## config.mk

```make
export PLATFORM = sky130hd
export DESIGN_NAME = booth_r4_mul_pipe_ctl
export DESIGN_NICKNAME = d
export VERILOG_FILES = /design/src/rtl/booth_mul_pkg.sv /design/src/rtl/booth_r4_recode.sv /design/src/rtl/booth_r4_mul_pipe_ctl.sv
export SDC_FILE = /design/constraint.sdc
export NUM_CORES = 1
export LEC_CHECK = 0
export CORE_ASPECT_RATIO = 1.2
export CORE_UTILIZATION = 50
export DETAILED_ROUTE_END_ITERATION = 10
export PLACE_DENSITY = 0.72
export SKIP_LAST_GASP = 1
export SLEW_MARGIN = 30
export SYNTH_ARGS = -nofsm -noshare
export SYNTH_HDL_FRONTEND = slang
export SYNTH_SLANG_ARGS = --single-unit
```

## constraint.sdc

```tcl
create_clock -name CLK -period 4.6 [get_ports CLK]
set_clock_uncertainty 0.2 [all_clocks]
set_input_delay 1.15 -clock CLK [delete_from_list [all_inputs] [get_ports CLK]]
set_output_delay 1.15 -clock CLK [all_outputs]
set_load 0.02 [all_outputs]
```

## src/rtl/booth_mul_pkg.sv

```systemverilog
// Shared types and constants for the radix-4 Booth multiplier.
// Digit codes are packed as {neg, two, zero}.
package booth_mul_pkg;

   typedef enum logic [1:0] {
      IDLE = 2'd0,
      CALC = 2'd1,
      DONE = 2'd2
   } state_t;

   localparam logic [2:0] ZERO = 3'b001;
   localparam logic [2:0] POS1 = 3'b000;
   localparam logic [2:0] POS2 = 3'b010;
   localparam logic [2:0] NEG1 = 3'b100;
   localparam logic [2:0] NEG2 = 3'b110;

   function automatic int iter_count(input int w);
      return w / 2 + 1;
   endfunction

endpackage

```

## src/rtl/booth_r4_recode.sv

```systemverilog
// Radix-4 Booth recoder: 3-bit multiplier window to {neg, two, zero}.
module booth_r4_recode
   import booth_mul_pkg::*;
(
   input  logic [2:0] win,
   output logic       neg,
   output logic       two,
   output logic       zero
);

   logic [2:0] dig;

   always_comb begin
      dig = ZERO;
      unique case (win)
         3'b001, 3'b010: dig = POS1;
         3'b011:         dig = POS2;
         3'b100:         dig = NEG2;
         3'b101, 3'b110: dig = NEG1;
         default:        dig = ZERO;
      endcase
   end

   assign {neg, two, zero} = dig;

endmodule

```

## src/rtl/booth_r4_mul_pipe_ctl.sv

```systemverilog
// Iterative radix-4 Booth multiplier with valid/ready handshakes.
// Optional BOOTH_MUL_ZERO_SKIP_EN bypasses CALC for zero operands.
module booth_r4_mul_pipe_ctl #(
   parameter int WIDTH = 8,
   parameter int CNT_W = $clog2(WIDTH/2+2)
) (
   input  logic               CLK,
   input  logic               RST_N,
   input  logic               in_valid,
   output logic               in_ready,
   input  logic               in_signed,
   input  logic [WIDTH-1:0]   in_a,
   input  logic [WIDTH-1:0]   in_b,
   output logic               out_valid,
   input  logic               out_ready,
   output logic [2*WIDTH-1:0] Product,
   output logic               busy
);
   import booth_mul_pkg::*;

   localparam int W2 = WIDTH + 2;
   localparam int PW = W2 + 1;
   localparam int AW = 2 * W2 + 2;
   localparam int NIT = iter_count(WIDTH);

   if (WIDTH < 4 || WIDTH % 2 != 0) begin : g_bad_width
      $error("booth_r4_mul_pipe_ctl: WIDTH must be even and >= 4");
   end

   state_t             state_q;
   logic [CNT_W-1:0]   cnt_q;
   logic [AW-1:0]      acc_q;
   logic [W2-1:0]      ea_q;
   logic [2*WIDTH-1:0] prod_q;
   logic               in_ready_q;
   logic               out_valid_q;
   logic               busy_q;

   logic [W2-1:0] ext_a;
   logic [W2-1:0] ext_b;
   logic          skip;

   assign ext_a = in_signed ? {{2{in_a[WIDTH-1]}}, in_a} : {2'b00, in_a};
   assign ext_b = in_signed ? {{2{in_b[WIDTH-1]}}, in_b} : {2'b00, in_b};

`ifdef BOOTH_MUL_ZERO_SKIP_EN
   assign skip = (in_a == '0) || (in_b == '0);
`else
   assign skip = 1'b0;
`endif

   logic neg;
   logic two;
   logic zero;

   booth_r4_recode u_rec (
      .win  (acc_q[2:0]),
      .neg  (neg),
      .two  (two),
      .zero (zero)
   );

   logic [PW-1:0]        pp_mag;
   logic [PW-1:0]        pp;
   logic [PW-1:0]        sum;
   logic signed [AW-1:0] acc_add;
   logic [AW-1:0]        acc_sh;

   // Upper field is one bit wider than ext_a so +/-2*a never overflows.
   always_comb begin
      pp_mag  = two ? {ea_q, 1'b0} : {ea_q[W2-1], ea_q};
      pp      = zero ? '0 : (neg ? (~pp_mag + PW'(1)) : pp_mag);
      sum     = acc_q[AW-1:W2+1] + pp;
      acc_add = {sum, acc_q[W2:0]};
      acc_sh  = acc_add >>> 2;
   end

   always_ff @(posedge CLK or negedge RST_N) begin
      if (!RST_N) begin
         state_q     <= IDLE;
         cnt_q       <= '0;
         acc_q       <= '0;
         ea_q        <= '0;
         prod_q      <= '0;
         in_ready_q  <= 1'b1;
         out_valid_q <= 1'b0;
         busy_q      <= 1'b0;
      end else begin
         unique case (state_q)
            IDLE: begin
               if (in_valid && in_ready_q) begin
                  in_ready_q <= 1'b0;
                  busy_q     <= 1'b1;
                  cnt_q      <= '0;
                  if (skip) begin
                     prod_q      <= '0;
                     out_valid_q <= 1'b1;
                     state_q     <= DONE;
                  end else begin
                     ea_q    <= ext_a;
                     acc_q   <= {{PW{1'b0}}, ext_b, 1'b0};
                     state_q <= CALC;
                  end
               end
            end
            CALC: begin
               acc_q <= acc_sh;
               cnt_q <= cnt_q + CNT_W'(1);
               if (cnt_q == CNT_W'(NIT - 1)) begin
                  prod_q      <= acc_sh[2*WIDTH:1];
                  out_valid_q <= 1'b1;
                  state_q     <= DONE;
               end
            end
            DONE: begin
               if (out_ready) begin
                  out_valid_q <= 1'b0;
                  in_ready_q  <= 1'b1;
                  busy_q      <= 1'b0;
                  state_q     <= IDLE;
               end
            end
            default: begin
               out_valid_q <= 1'b0;
               in_ready_q  <= 1'b1;
               busy_q      <= 1'b0;
               state_q     <= IDLE;
            end
         endcase
      end
   end

   assign in_ready  = in_ready_q;
   assign out_valid = out_valid_q;
   assign Product   = prod_q;
   assign busy      = busy_q;

endmodule

```

==> impl_metrics.json, run 1 <==
{
  "run_status": "completed",
  "start_util": 0.527,
  "async_flop_share": 1.00,
  "io_pins": 40,
  "syn_nets": 419,
  "clkPwrFrac": 0.088,
  "synth-xor-area-share": 0.0484,
  "synth_compound_area_frac": 0.218,
  "fillers": 584,
  "slowest_stage": "dfrtp_1",
  "synth_mux_area_frac": 0.0699,
  "cts_hold_buf": 0,
  "crit_family": "compound AO/OA/AOI/OAI gates",
  "ys_ff_latch": 53,
  "timing.slew.headroom": 0.484,
  "worst-path-stages": 13,
  "arrival_ps": 4140,
  "synth-main-ff-cell": "dfrtp_1",
  "cts_root_buffer": "clkbuf_8",
  "crit_chain": "and3b_1 -> or3_1 -> ha_1 -> a31oi_1 -> inv_1 -> ha_1 -> a21o_1 -> a21o_1 -> a2111oi_0 -> o21ai_0 -> a21oi_1 -> xor2_1 -> o21ai_0",
  "slew_viol_final": 0,
  "min_path_type": "reg -> reg",
  "setup.worst_path.start": "acc_q[2]$_DFFE_PN0P_",
  "grt_pass1_wl_um": 13700,
  "drive_gt1_frac": 0.117,
  "core_region_area_um2": 6530,
  "synth.avg_cell_area_um2": 8.95,
  "peakVddDrop_uv": 443,
  "h-tree-depth": 2,
  "setup_violations": 0,
  "clockBufferDepth": 2,
  "grt_usage": 0.242,
  "synth-edff-count": 0,
  "synth_top_family_by_area": "compound AO/OA/AOI/OAI gates",
  "p_int_w": 0.00159,
  "start_kind": "flip-flop",
  "rows": 32,
  "yosysSeqAreaShare": 0.386,
  "post-place-cells": 487,
  "critical_path_required_ps": 4570,
  "grt_use_met3": 0.0325,
  "pwr-share-comb": 0.608,
  "use_met2": 0.395,
  "syn_to_final_growth_pct": 14.1,
  "grt_pass1_vias": 2836,
  "die_y_um": 92.8,
  "portBuffers": 39,
  "yosys.area_share.simple": 0.164,
  "cts_setup_buffers": 0,
  "cp-end-kind": "flip-flop",
  "diodes": 0,
  "fin_tns_setup_ps": 0,
  "max_freq_mhz": 240,
  "routedWlPerCell_um": 15.9,
  "period_needed_ps": 4170,
  "grt_remaining_overflow": 0,
  "grt_max_degree": 37,
  "route.detailed.vias_per_inst": 5.88,
  "fin_cells": 495,
  "yosysUniqueCellTypes": 58,
  "cts_buffers": 5,
  "syn-cell-area_um2": 3440,
  "cts_tree": "done",
  "post-dp-hpwl_um": 5710,
  "yosysTopAreaCellShare": 0.378,
  "dr_total_vias": 2912,
  "antenna_found_initial": 0,
  "die_w_um": 77.7,
  "gp_congestion": 0.902,
  "grt-busiest-layer": "met2",
  "rr_worst_depth": 13,
  "max_stage_delay_ps": 790,
  "dieArea_um2": 7210,
  "drc": 0,
  "cp-endpoint": "acc_q[18]$_DFFE_PN0P_",
  "antenna_left": 0,
  "leakage_nw": 1.67,
  "drt-total-wl_um": 7870,
  "layout.nets": 444,
  "synth-adder-area-share": 0.0531,
  "first_iter_violations": 230,
  "hold_viol_final": 0,
  "crit_fanout": 26,
  "seqPwrFrac": 0.304,
  "yosysMostFrequentCell": "nand2_1",
  "synth_common_cells": "nand2_1 (55), dfrtp_1 (52), o21ai_0 (41), nor2_1 (21), a21oi_1 (17)",
  "yosys.area.top_type": "dfrtp_1",
  "worstReg2RegEnd": "acc_q[18]$_DFFE_PN0P_",
  "cts.repair.resized": 0,
  "crit_type": "reg -> reg",
  "grtUsageMet1": 0.317,
  "switching_share": 0.475,
  "insertion_delay_ps": 300,
  "ys_top_cells_by_area": "dfrtp_1 (38%), nand2_1 (6.0%), o21ai_0 (6.0%), mux2_2 (5.2%), ha_1 (4.7%)",
  "p_switching_w": 0.00144,
  "rsz0062_at_grt": "no",
  "path_buf_inv": 1,
  "dr.pass1.iters": 5,
  "p_per_area_nw_per_um2": 774,
  "reg2reg_slack_ps": 430,
  "cts_sinks": 53,
  "finalCritPeriodShare": 0.907,
  "drv_cap": 0,
  "syn_inst": 384,
  "clk_pin_slew_ps": 100,
  "r2r_start": "acc_q[2]$_DFFE_PN0P_",
  "tightest_slew_ps": 774,
  "yosysWarnings": 0
}
[kinds of logic (layout without fill, tap and decap cells)]
kind of cell,count (synthesis),count (layout)
and+or+nand+nor,119,119
AOI/OAI and AO/OA,115,115
DFF,53,53
buffers and inverters,42,68
muxes,22,22
xor gates and xnor gates,19,19
adders and majority gates,14,14
[layer usage]
layer	vias up	wire [um]
li1	1418	-
met1	1403	3450
met2	75	3930
met3	16	299
met4	0	197
met5	-	0
[tightest hold or removal path, stage by stage, from the launching register on]
cell     delay (ps)
dfrtp_1         350
nand2_1          40
o21ai_0          60
[flip-flops by register name, indices dropped and copies added, names as in the netlist]
name / cells
acc_q: 20
Product: 16
ea_q: 9
cnt_q: 3
state_q: 2
busy: 1
in_ready: 1
out_valid: 1
[worst min-delay path by stage]
stage / startpoint / end / slack [ps] / cells after the start
global route: Product[13]$_DFFE_PN0P_ / Product[13]$_DFFE_PN0P_ / 330 / 2
detailed placement: Product[9]$_DFFE_PN0P_ / Product[9]$_DFFE_PN0P_ / 280 / 2
floorplan: acc_q[18]$_DFFE_PN0P_ / acc_q[18]$_DFFE_PN0P_ / 260 / 2
finish: Product[14]$_DFFE_PN0P_ / Product[14]$_DFFE_PN0P_ / 290 / 2
global placement: Product[11]$_DFFE_PN0P_ / Product[11]$_DFFE_PN0P_ / 270 / 2
CTS: Product[14]$_DFFE_PN0P_ / Product[14]$_DFFE_PN0P_ / 300 / 2
[placed cells by master (no fill, tap or decap), drive strengths merged, types with 5 or more instances in the layout]
cell type       n
nand2          55
dfrtp          52
o21ai          43
clkdlybuf4s50  38
nor2           21
a21oi          19
mux2           16
inv            15
ha             13
o22ai          12
xnor2          10
nand3          10
xor2            9
nor2b           8
buf             8
mux2i           6
clkbuf          6
a22oi           5
nor3b           5
nor3            5
or3             5
a31oi           5
[cell type report]
| type | count | area [um2] | area share |
|---|---|---|---|
| clock buffer | 6 | 72.6 | 0.0185 |
| clock inverter | 2 | 13.8 | 0.00351 |
| inverter | 14 | 52.6 | 0.0134 |
| multi-input combinational | 289 | 1910 | 0.488 |
| sequential | 53 | 1330 | 0.338 |
| tap | 85 | 106 | 0.0271 |
| timing repair buffer | 46 | 438 | 0.112 |
[power by group through the flow]
stage	clock, W	sequential, W	combinational (W)
2_1_floorplan	0	0.000861	0.00141
3_3_place_gp	0	0.000925	0.00180
3_5_place_dp	0	0.000930	0.00183
4_1_cts	0.000277	0.000920	0.00184
5_1_grt	0.000293	0.000957	0.00206
6_report	0.000268	0.000922	0.00185
[stage by stage]
step,util,power (W),hold slack [ps],area (um2),setup slack (ps)
5_1_grt,0.601,0.00331,326,3920,18.5
4_1_cts,0.600,0.00304,302,3920,461
3_5_place_dp,0.587,0.00276,278,3830,489
3_3_place_gp,0.587,0.00272,267,3830,562
6_report,0.601,0.00304,292,3920,427
2_1_floorplan,-,0.00227,256,3440,696
Power figures use the tool's default switching activity.
==> run 2: changes to the inputs <==
--- a/config.mk
+++ b/config.mk
@@ -6,9 +6,10 @@
 export NUM_CORES = 1
 export LEC_CHECK = 0
 export CORE_ASPECT_RATIO = 1.2
-export CORE_UTILIZATION = 50
+export CORE_UTILIZATION = 35
+export CTS_CLUSTER_DIAMETER = 50
 export DETAILED_ROUTE_END_ITERATION = 10
-export PLACE_DENSITY = 0.72
+export GPL_ROUTABILITY_DRIVEN = 1
 export SKIP_LAST_GASP = 1
 export SLEW_MARGIN = 30
 export SYNTH_ARGS = -nofsm -noshare
==> run 2 against run 1 <==
Against the previous run: register-to-register slack worse by 40 ps; largest cell class unchanged; final area increased by 2.8%; combinational power barely moved; fmax is 1.1% lower; hold slack got worse by 8.9 ps; power is 2.9% higher; first-iteration DRC count fell by 18%; non-clock buffer count unchanged; critical path depth rose by 2; critical path type unchanged; sequential power fell by 0.9%; global-route usage is 8.0 points lower; largest power group unchanged.
==> impl_metrics.json, run 2 (synthesized netlist as in run 1, its figures left out) <==
{
  "min_path_type": "reg -> reg",
  "grt_remaining_overflow": 0,
  "syn_to_final_growth_pct": 17.3,
  "drive_gt1_frac": 0.120,
  "setup_violations": 0,
  "cts.repair.resized": 0,
  "p_switching_w": 0.00143,
  "rsz0062_at_grt": "no",
  "final_cell_mix": "nand2_1 (55), dfrtp_1 (52), o21ai_0 (41)",
  "antenna_left": 0,
  "cts_hold_buf": 0,
  "peakVddDrop_uv": 291,
  "period_needed_ps": 4220,
  "p_per_area_nw_per_um2": 774,
  "cp-end-kind": "flip-flop",
  "clk_pin_slew_ps": 70,
  "largest_register_ffs": 20,
  "multiInputGateArea_um2": 1910,
  "dr.pass1.iters": 5,
  "max_freq_mhz": 237,
  "cp_common_cell": "o21ai_0",
  "switching_share": 0.459,
  "h-tree-depth": 2,
  "core_region_area_um2": 9520,
  "grt_usage": 0.162,
  "rows": 39,
  "regArea_um2": 1330,
  "antenna_found_initial": 0,
  "insertion_delay_ps": 290,
  "slew_viol_final": 0,
  "grtUsageMet1": 0.206,
  "cts_root_buffer": "clkbuf_16",
  "portBuffers": 39,
  "tightest_slew_ps": 748,
  "layout.cells.most_common": "nand2_1",
  "routedWlPerCell_um": 14.6,
  "crit_type": "reg -> reg",
  "grt_max_degree": 47,
  "route.detailed.vias_per_inst": 5.38,
  "path_buf_inv": 1,
  "diodes": 0,
  "drt-total-wl_um": 7790,
  "hold_viol_final": 0,
  "cts_sinks": 53,
  "drv_cap": 0,
  "regMostFlops": "acc_q",
  "gp_congestion": 0.866,
  "cts_tree": "done",
  "grt-busiest-layer": "met2",
  "critical_path_required_ps": 4540,
  "fillers": 915,
  "pwr-share-comb": 0.588,
  "io_pins": 40,
  "seqPwrFrac": 0.293,
  "die_w_um": 92.5,
  "grt_pass1_wl_um": 13300,
  "leakage_nw": 1.69,
  "crit_chain": "or2_2 -> o21ai_0 -> a22o_1 -> a31oi_1 -> ha_1 -> a31oi_1 -> inv_1 -> ha_1 -> a21o_1 -> a21o_1 -> a2111oi_0 -> o21ai_0 -> a21oi_1 -> xor2_1 -> o21ai_0",
  "run_status": "completed",
  "clockBufferDepth": 2,
  "start_util": 0.361,
  "post-dp-hpwl_um": 5680,
  "dieArea_um2": 10200,
  "grt_pass1_vias": 2746,
  "cts_setup_buffers": 0,
  "arrival_ps": 4160,
  "use_met2": 0.274,
  "finalCritPeriodShare": 0.917,
  "clkPwrFrac": 0.120,
  "crit_family": "compound AO/OA/AOI/OAI gates",
  "fin_tns_setup_ps": 0,
  "cts_buffers": 5,
  "drc": 0,
  "final_util": 0.424,
  "grt_use_met3": 0.0186,
  "slowest_stage": "a2111oi_0",
  "crit_fanout": 18,
  "layout.nets": 444,
  "start_kind": "flip-flop",
  "dr_total_vias": 2868,
  "max_stage_delay_ps": 660,
  "timing.slew.headroom": 0.502,
  "p_int_w": 0.00169,
  "die_y_um": 111,
  "first_iter_violations": 188
}
==> run 2: cell count changes in the layout (fill, tap and decap cells not counted) <==
cell,previous run,this run
buf_2,1,0
buf_4,7,8
clkbuf_1,1,0
clkbuf_16,0,5
clkbuf_8,5,0
clkinvlp_4,0,1
==> run 2: final timing paths <==
check                                              from                       to  slack (ps)  depth (start not counted)
worst max-delay path               acc_q[1]$_DFFE_PN0P_    acc_q[18]$_DFFE_PN0P_         380                         15
worst min-delay path            Product[10]$_DFFE_PN0P_  Product[10]$_DFFE_PN0P_         280                          2
worst max register to register     acc_q[1]$_DFFE_PN0P_    acc_q[18]$_DFFE_PN0P_         380                         15
worst min register to register  Product[10]$_DFFE_PN0P_  Product[10]$_DFFE_PN0P_         280                          2
max in group asynchronous                         RST_N    acc_q[14]$_DFFE_PN0P_        3000                          2
min in group asynchronous                         RST_N  Product[14]$_DFFE_PN0P_         650                          1
==> run 2: power by group through the flow <==
stage	combinational, W	sequential [W]	clock (W)
after floorplan	0.00141	0.000861	0
after global placement	0.00182	0.000915	0
after detailed placement	0.00183	0.000920	0
after CTS	0.00185	0.000916	0.000390
after global routing	0.00206	0.000949	0.000403
final	0.00184	0.000914	0.000374
==> run 2: cell type report <==
class / count / area share
timing repair buffer: 46 / 0.109
tap: 123 / 0.0382
multi-input combinational: 289 / 0.474
clock inverter: 3 / 0.00527
inverter: 14 / 0.0130
clock buffer: 5 / 0.0310
sequential: 53 / 0.329
==> run 2: stage by stage <==
| step | std cells | area (um2) | worst slack, ps | power, W | hold WS [ps] |
|---|---|---|---|---|---|
| floorplan | 384 | 3440 | 696 | 0.00227 | 256 |
| global placement | 525 | 3880 | 490 | 0.00273 | 267 |
| detailed placement | 525 | 3880 | 481 | 0.00275 | 273 |
| CTS | 533 | 4030 | 450 | 0.00315 | 290 |
| global route | 533 | 4030 | 96.3 | 0.00341 | 320 |
| finish | 533 | 4030 | 383 | 0.00312 | 283 |
==> run 2: layer usage <==
layer	up-vias	part of all wire
li1	1417	-
met1	1387	0.46
met2	51	0.50
met3	13	0.023
met4	0	0.022
met5	-	0
==> run 2: worst min-delay path, cell delays in order (launching register included) <==
cell and delay [ps]:
dfrtp_1 340, nand2_1 50, o21ai_0 60
